===== src/rtl/npc_pipe_pkg.sv =====
// Shared definitions for the NPC inter-stage pipeline slices: depth limit,
// count-width helper and per-stage payload widths.
package npc_pipe_pkg;

  localparam int PIPE_DEPTH_MAX = 16;

  localparam int XSTAGE_W = 96;
  localparam int MSTAGE_W = 72;
  localparam int WSTAGE_W = 40;

  // Width needed to hold an occupancy of 0..depth inclusive.
  function automatic int cw(input int depth);
    return $clog2(depth + 1);
  endfunction

endpackage


===== src/rtl/pipe_slice_ptr.sv =====
// Wrapping buffer pointer: counts 0..DEPTH-1 and returns to 0; clr has
// priority over inc.
module pipe_slice_ptr #(
  parameter  int DEPTH = 2,
  localparam int PW    = (DEPTH > 1) ? $clog2(DEPTH) : 1
) (
  input  logic          clk,
  input  logic          rst_n,
  input  logic          clr,
  input  logic          inc,
  output logic [PW-1:0] ptr
);

  logic [PW-1:0] ptr_q, ptr_d;

  always_comb begin
    ptr_d = ptr_q;
    if (clr)
      ptr_d = '0;
    else if (inc)
      ptr_d = (ptr_q == PW'(DEPTH - 1)) ? '0 : ptr_q + PW'(1);
  end

  always_ff @(posedge clk or negedge rst_n) begin
    if (!rst_n) ptr_q <= '0;
    else        ptr_q <= ptr_d;
  end

  assign ptr = ptr_q;

endmodule


===== src/rtl/pipe_slice.sv =====
// Valid/ready pipeline slice built on a DEPTH-entry circular buffer with flush.
// Define CONFIG_PIPE_SLICE_FALLTHROUGH_EN for zero-latency pass-through when empty.
module pipe_slice
  import npc_pipe_pkg::*;
#(
  parameter  int WIDTH = 32,
  parameter  int DEPTH = 2,
  localparam int CW    = cw(DEPTH),
  localparam int PW    = (DEPTH > 1) ? $clog2(DEPTH) : 1
) (
  input  logic             clk,
  input  logic             rst_n,
  input  logic             flush,
  input  logic             s_valid,
  output logic             s_ready,
  input  logic [WIDTH-1:0] s_data,
  output logic             m_valid,
  input  logic             m_ready,
  output logic [WIDTH-1:0] m_data,
  output logic [CW-1:0]    count
);

  logic [WIDTH-1:0] mem_q [DEPTH];
  logic [CW-1:0]    count_q, count_d;
  logic [PW-1:0]    wr_ptr, rd_ptr;
  logic             empty, full, enq, deq, bypass, wr_en, rd_inc;

  assign empty = (count_q == '0);
  assign full  = (count_q == CW'(DEPTH));

  // s_ready never looks at m_ready, keeping the downstream stall path registered.
  assign s_ready = !full & !flush;

`ifdef CONFIG_PIPE_SLICE_FALLTHROUGH_EN
  assign m_valid = (empty ? s_valid : 1'b1) & !flush;
  assign m_data  = empty ? s_data : mem_q[rd_ptr];
  assign bypass  = empty & enq & deq;
`else
  assign m_valid = !empty & !flush;
  assign m_data  = mem_q[rd_ptr];
  assign bypass  = 1'b0;
`endif

  assign enq = s_valid & s_ready;
  assign deq = m_valid & m_ready;

  // A bypassed payload never touches storage, so neither pointer moves.
  assign wr_en  = enq & !bypass;
  assign rd_inc = deq & !bypass;

  always_comb begin
    count_d = count_q;
    if (flush)
      count_d = '0;
    else
      count_d = count_q + CW'(wr_en) - CW'(rd_inc);
  end

  always_ff @(posedge clk or negedge rst_n) begin
    if (!rst_n) count_q <= '0;
    else        count_q <= count_d;
  end

  always_ff @(posedge clk or negedge rst_n) begin
    if (!rst_n) begin
      for (int i = 0; i < DEPTH; i++) mem_q[i] <= '0;
    end else if (wr_en) begin
      mem_q[wr_ptr] <= s_data;
    end
  end

  pipe_slice_ptr #(.DEPTH(DEPTH)) u_wr_ptr (
    .clk   (clk),
    .rst_n (rst_n),
    .clr   (flush),
    .inc   (wr_en),
    .ptr   (wr_ptr)
  );

  pipe_slice_ptr #(.DEPTH(DEPTH)) u_rd_ptr (
    .clk   (clk),
    .rst_n (rst_n),
    .clr   (flush),
    .inc   (rd_inc),
    .ptr   (rd_ptr)
  );

  assign count = count_q;

endmodule

===== config.mk =====
export PLATFORM = sky130hd
export DESIGN_NAME = pipe_slice
export DESIGN_NICKNAME = d
export VERILOG_FILES = /design/src/rtl/npc_pipe_pkg.sv /design/src/rtl/pipe_slice_ptr.sv /design/src/rtl/pipe_slice.sv
export SDC_FILE = /design/constraint.sdc
export NUM_CORES = 1
export LEC_CHECK = 0
export BUFFER_PORTS_ARGS = -buffer_cell sky130_fd_sc_hd__buf_4
export CORE_MARGIN = 4
export CORE_UTILIZATION = 30
export DETAILED_ROUTE_END_ITERATION = 6
export HOLD_SLACK_MARGIN = 0.03
export PLACE_DENSITY = 0.55
export SLEW_MARGIN = 20
export SYNTH_ARGS = -nofsm -noshare
export SYNTH_HDL_FRONTEND = slang
export SYNTH_SLANG_ARGS = --single-unit

===== constraint.sdc =====
create_clock -name clk -period 1.92 [get_ports clk]
set_clock_uncertainty 0.15 [all_clocks]
set_input_delay 0.192 -clock clk [delete_from_list [all_inputs] [get_ports clk]]
set_output_delay 0.192 -clock clk [all_outputs]
set_load 0.02 [all_outputs]

# Word-level counts from Yosys, hierarchy flattened
# Index checks and enable logic that the tools add are counted.
# totals
inputBits	37
register_bits	68
elab_cells	39
out_inout_bits	36
# classes
bitwise	6
n_mux	13
n_eq_ne	1
magnitude_cmp	3
n_reduce_logical	7
addsub	4
# ops
op	count
$mux W32	4
$bwmux W64	1
$demux W32 S1	1
$mux W1	6
$and A1 B1 Y1	4
$ge A2 B2 Y1 const B	2
$not A1 Y2	2
$reduce_bool A2 Y1	2
$logic_not A1 Y1	3
$add A1 B1 Y1 const B	2
$add A2 B1 Y2	1
$eq A2 B2 Y1 const B	1
$logic_not A2 Y1	1
$lt A2 B1 Y1 const B	1
$mux W2	1
$sub A2 B1 Y2	1
$logic_and A1 B1 Y1	1

# Longest topological paths before layout
# logic_depth
word_depth	7
ltp_mapped	9
mapped_depth_nobuf	9

# Modules after synthesis
# A second synthesis with hierarchy kept.
# hier_totals
cells_unflattened	195
area_unflattened_um2	3049.2
# by_module_without_submodules
mod	cells_per_inst	seq_area_each_um2	area_each_um2	n_inst
pipe_slice	189	1651.6	2974.1	1
pipe_slice_ptr	3	25.0	37.5	2

# Least setup slack after synthesis
# No wires, ideal clock.
# synth_path
kind	register to register
from	register count_q[1] (netlist: count[1])
to	register count_q[1] (netlist: count[1])
stages_incl_launch_ff	10
slack_ns	-0.253
path_buffers	0
setup_time_ns	0.086
required_ns	1.684
synth_period_minus_slack_ns	2.173
arrival_ns	1.937
path_cell_list	dfrtp_1 nor2b_4 nor2_1 nand2_1 ha_1 inv_1 ha_1 xor2_1 and2_1 nor3_1
# synth_between
elab_chain_cells	7
word_cells_on_any_way	11
cone_classes	2 x add/sub; 1 x eq/ne; 1 x mux; 4 x bitwise; 3 x reduce/logical
# synth_lines
item	line_no	text
from (decl)	pipe_slice.sv:24	logic [CW-1:0] count_q, count_d;
from (signal assigned)	pipe_slice.sv:61	else count_q <= count_d;
$eq A2 B2 Y1	pipe_slice.sv:29	assign full = (count_q == CW'(DEPTH));
$logic_not A1 Y1	pipe_slice.sv:32	assign s_ready = !full & !flush;
$and A1 B1 Y1	pipe_slice.sv:32	
via s_ready	pipe_slice.sv:15	output logic s_ready,
$and A1 B1 Y1	pipe_slice.sv:44	assign enq = s_valid & s_ready;
$add A2 B1 Y2	pipe_slice.sv:56	count_d = count_q + CW'(wr_en) - CW'(rd_inc);
$sub A2 B1 Y2	pipe_slice.sv:56	
$mux W2	pipe_slice.sv:53	if (flush)
via count_d[1]	pipe_slice.sv:24	
# The timed path passes the listed nets, and every way through them passes these cells.
# A chain may end at the register's enable or synchronous reset.

# Worst setup path in the final report
# layout_path
from	register count_q[1] (netlist: count[1])
to	register mem_q[29] (netlist name)
# layout_between
elab_chain_cells	4
# layout_lines
item	line_no	text
$eq A2 B2 Y1	pipe_slice.sv:29	
$logic_not A1 Y1	pipe_slice.sv:32	
$and A1 B1 Y1	pipe_slice.sv:32	
$and A1 B1 Y1	pipe_slice.sv:44	
to (signal, indexed assignment)	pipe_slice.sv:68	mem_q[wr_ptr] <= s_data;
to (decl)	pipe_slice.sv:23	logic [WIDTH-1:0] mem_q [DEPTH];
# Every way passes these cells.

==> impl_metrics.yaml <==
yosys:
  synth.net_count: 236
  avgSynthCellArea_um2: 16.1
  synth-seq-area-share: 0.535
  synth_cell_types: 22
  ys_ff_latch: 68
  syn_inst: 197
  yosys_warnings: 0
  syn_area_mm2: 0.00318
routing:
  wl_per_cell_um: 14.3
  drtIter0Drc: 49
  routed_via_density: 4.40
  drc: 0
  ant_nets: 0
  dr.pass1.iters: 4
  vias: 1995
  wl_um: 6480
floorplanning:
  core_area_mm2: 0.0103
  start_util: 0.308
  chipHeight_um: 111
  dieWidth_um: 111
  rows: 37
  dieArea_mm2: 0.0123
  ios: 73
sta:
  slew_viol_final: 0
  tightest_slew_ns: 0.419
  rsz0062_at_grt: "true"
  report.final.setup_viol: 0
  fin_crit_ns: 1.88
  fmax_ghz: 0.533
  relSlewSlack: 0.721
  final_hold_viol_count: 0
  fin_crit_sh: 0.977
  timing.hold.ws_ns: 0.0753
  finalWorstSetupSlack_ns: 0.0437
critical_path:
  endpoint_kind: "flip-flop"
  cp_data_required_time_ns: 1.99
  start_kind: "flip-flop"
  worstPathCellList: "nor2b_4 -> or4b_4 -> buf_12 -> mux2_4"
  critPathMaxStageDelay_ns: 0.50
  path_max_fanout: 24
  worstSetupPathType: "reg2reg"
  slowest_stage: "or4b_4"
  cp_data_arrival_time_ns: 1.95
power_and_ir_drop:
  peakVddDrop_mv: 0.531
  p_leak_nw: 2.09
  power_density_mw_per_mm2: 1220
  p_total_mw: 5.48
min_path:
  hold_class: "in2reg"
placed_design:
  post-place-ws_ns: -0.0269
  port_buffers: 72
  postPlaceCellArea_mm2: 0.00390
  dpl.hpwl_um: 4080
  place_congestion: 0.656
cells_and_area:
  syn2layout_area_growth_pct: 41.3
  nNetsFinal: 351
  final_area_mm2: 0.00449
  num_antenna_cells: 0
  drive_above_1_share: 0.656
  final_core_util: 0.435
clock_tree:
  root_buffer: "clkbuf_8"
  htree_num_levels: 3
  clk_pin_slew_ns: 0.07
  cts.sinks: 68
  clk_path_buf_depth: 2
  cts_tree: "yes"
  worstSkewPairLatency_ns: 0.34
  cts_made_buffers: 9
global_routing:
  grt_overflow: 0
  grt_pass1_vias: 2212
  grtUsageTotal: 0.117
  grt_pass1_wl_um: 11600
  grt_max_degree: 39
  antenna_found_initial: 0
flow_run:
  cap_violations: 0
run_status:
  status: "complete, no violations"
[worst max-delay path, delay by kind of cell (launching register included)]
kind                   cells  cell delay, ns
muxes                      1            0.32
buffers and inverters      1            0.20
DFF                        1            0.43
and+or+nand+nor            2            0.64
[power breakdown]
| group | internal (mW) | total (mW) | switching [mW] |
|---|---|---|---|
| combinational | 1.26 | 2.10 | 0.846 |
| sequential | 1.93 | 2.18 | 0.244 |
| clock | 0.667 | 1.21 | 0.539 |
[cells in the mapped netlist]
master	n	area, um2
a21oi_1	1	5.00
nor3_1	1	5.00
and2b_2	1	8.76
nor2b_4	1	13.8
nand2b_1	1	6.26
mux2_4	30	450
and2_1	2	12.5
nand2_1	1	3.75
or4b_4	1	13.8
mux2_2	67	754
o211ai_1	1	7.51
dfrtp_1	68	1700
nor2_1	2	7.51
clkbuf_1	4	15.0
ha_1	2	25.0
buf_6	2	22.5
nor4_2	1	12.5
o21ba_2	1	10.0
buf_12	3	60.1
inv_1	3	11.3
xor2_1	1	8.76
buf_4	3	22.5
[area by class of cell]
| cell class | count | area (um2) |
|---|---|---|
| clock inverters | 4 | 47.5 |
| well taps | 136 | 170 |
| multi-input cells | 114 | 1400 |
| flip-flops and latches | 68 | 1700 |
| clock buffers | 12 | 155 |
| repair buffers | 116 | 1010 |
| inverters | 3 | 11.3 |
| fillers | 970 | 5830 |
[cell usage in the layout (no fill, tap or decap), drive strengths merged, types with 2 or more instances in the layout]
cell type,n
and2,2
buf,82
clkbuf,12
clkinv,2
dfrtp,68
dlygate4sd3,34
ha,2
inv,3
mux2,97
nor2,2
[flip-flops by register name, indices dropped and copies added (netlist names)]
register      cells
u_wr_ptr.ptr      1
count             2
u_rd_ptr.ptr      1
mem_q            64
[path summary, 6_finish.rpt]
check	start	end	slack [ns]	cells after the start
max in group asynchronous	rst_n	mem_q[61]$_DFFE_PN0P_	0.91	3
min reg2reg	mem_q[57]$_DFFE_PN0P_	mem_q[57]$_DFFE_PN0P_	0.35	1
min	flush	u_wr_ptr.ptr$_DFFE_PN0P_	0.08	4
max reg2reg	count[1]$_DFF_PN0_	mem_q[29]$_DFFE_PN0P_	0.04	4
max	count[1]$_DFF_PN0_	mem_q[29]$_DFFE_PN0P_	0.04	4
min in group asynchronous	rst_n	mem_q[46]$_DFFE_PN0P_	0.18	2
[timing repair]
item,in CTS,in global routing
hold buffers,34,0
buffers inserted,3,0
setup endpoints to repair,1,1
hold endpoints to repair,133,0
pin swaps,0,2
gates resized for setup,0,5
[layer usage]
metal  routed length [um]  track usage
met1                 3000        0.150
met2                 3000        0.180
met3                  376       0.0437
met4                  102       0.0419
met5                    0            0
[stage by stage]
stage	std cells	TNS [ns]
6_report	453	0
5_1_grt	453	-0.0213
4_1_cts	453	0
3_5_place_dp	400	-0.0269
3_3_place_gp	400	0
2_1_floorplan	197	-0.655
[logic make-up after synthesis]
| group | count (synthesis) | synth area share |
|---|---|---|
| muxes | 97 | 0.379 |
| DFF | 68 | 0.535 |
| buffers and inverters | 15 | 0.0413 |
| and+or+nand+nor | 11 | 0.0264 |
| AOI/OAI and AO/OA | 3 | 0.00709 |
| adders and majority gates | 2 | 0.00787 |
| xor gates and xnor gates | 1 | 0.00276 |
No activity file was read; power rests on OpenSTA's default activity.
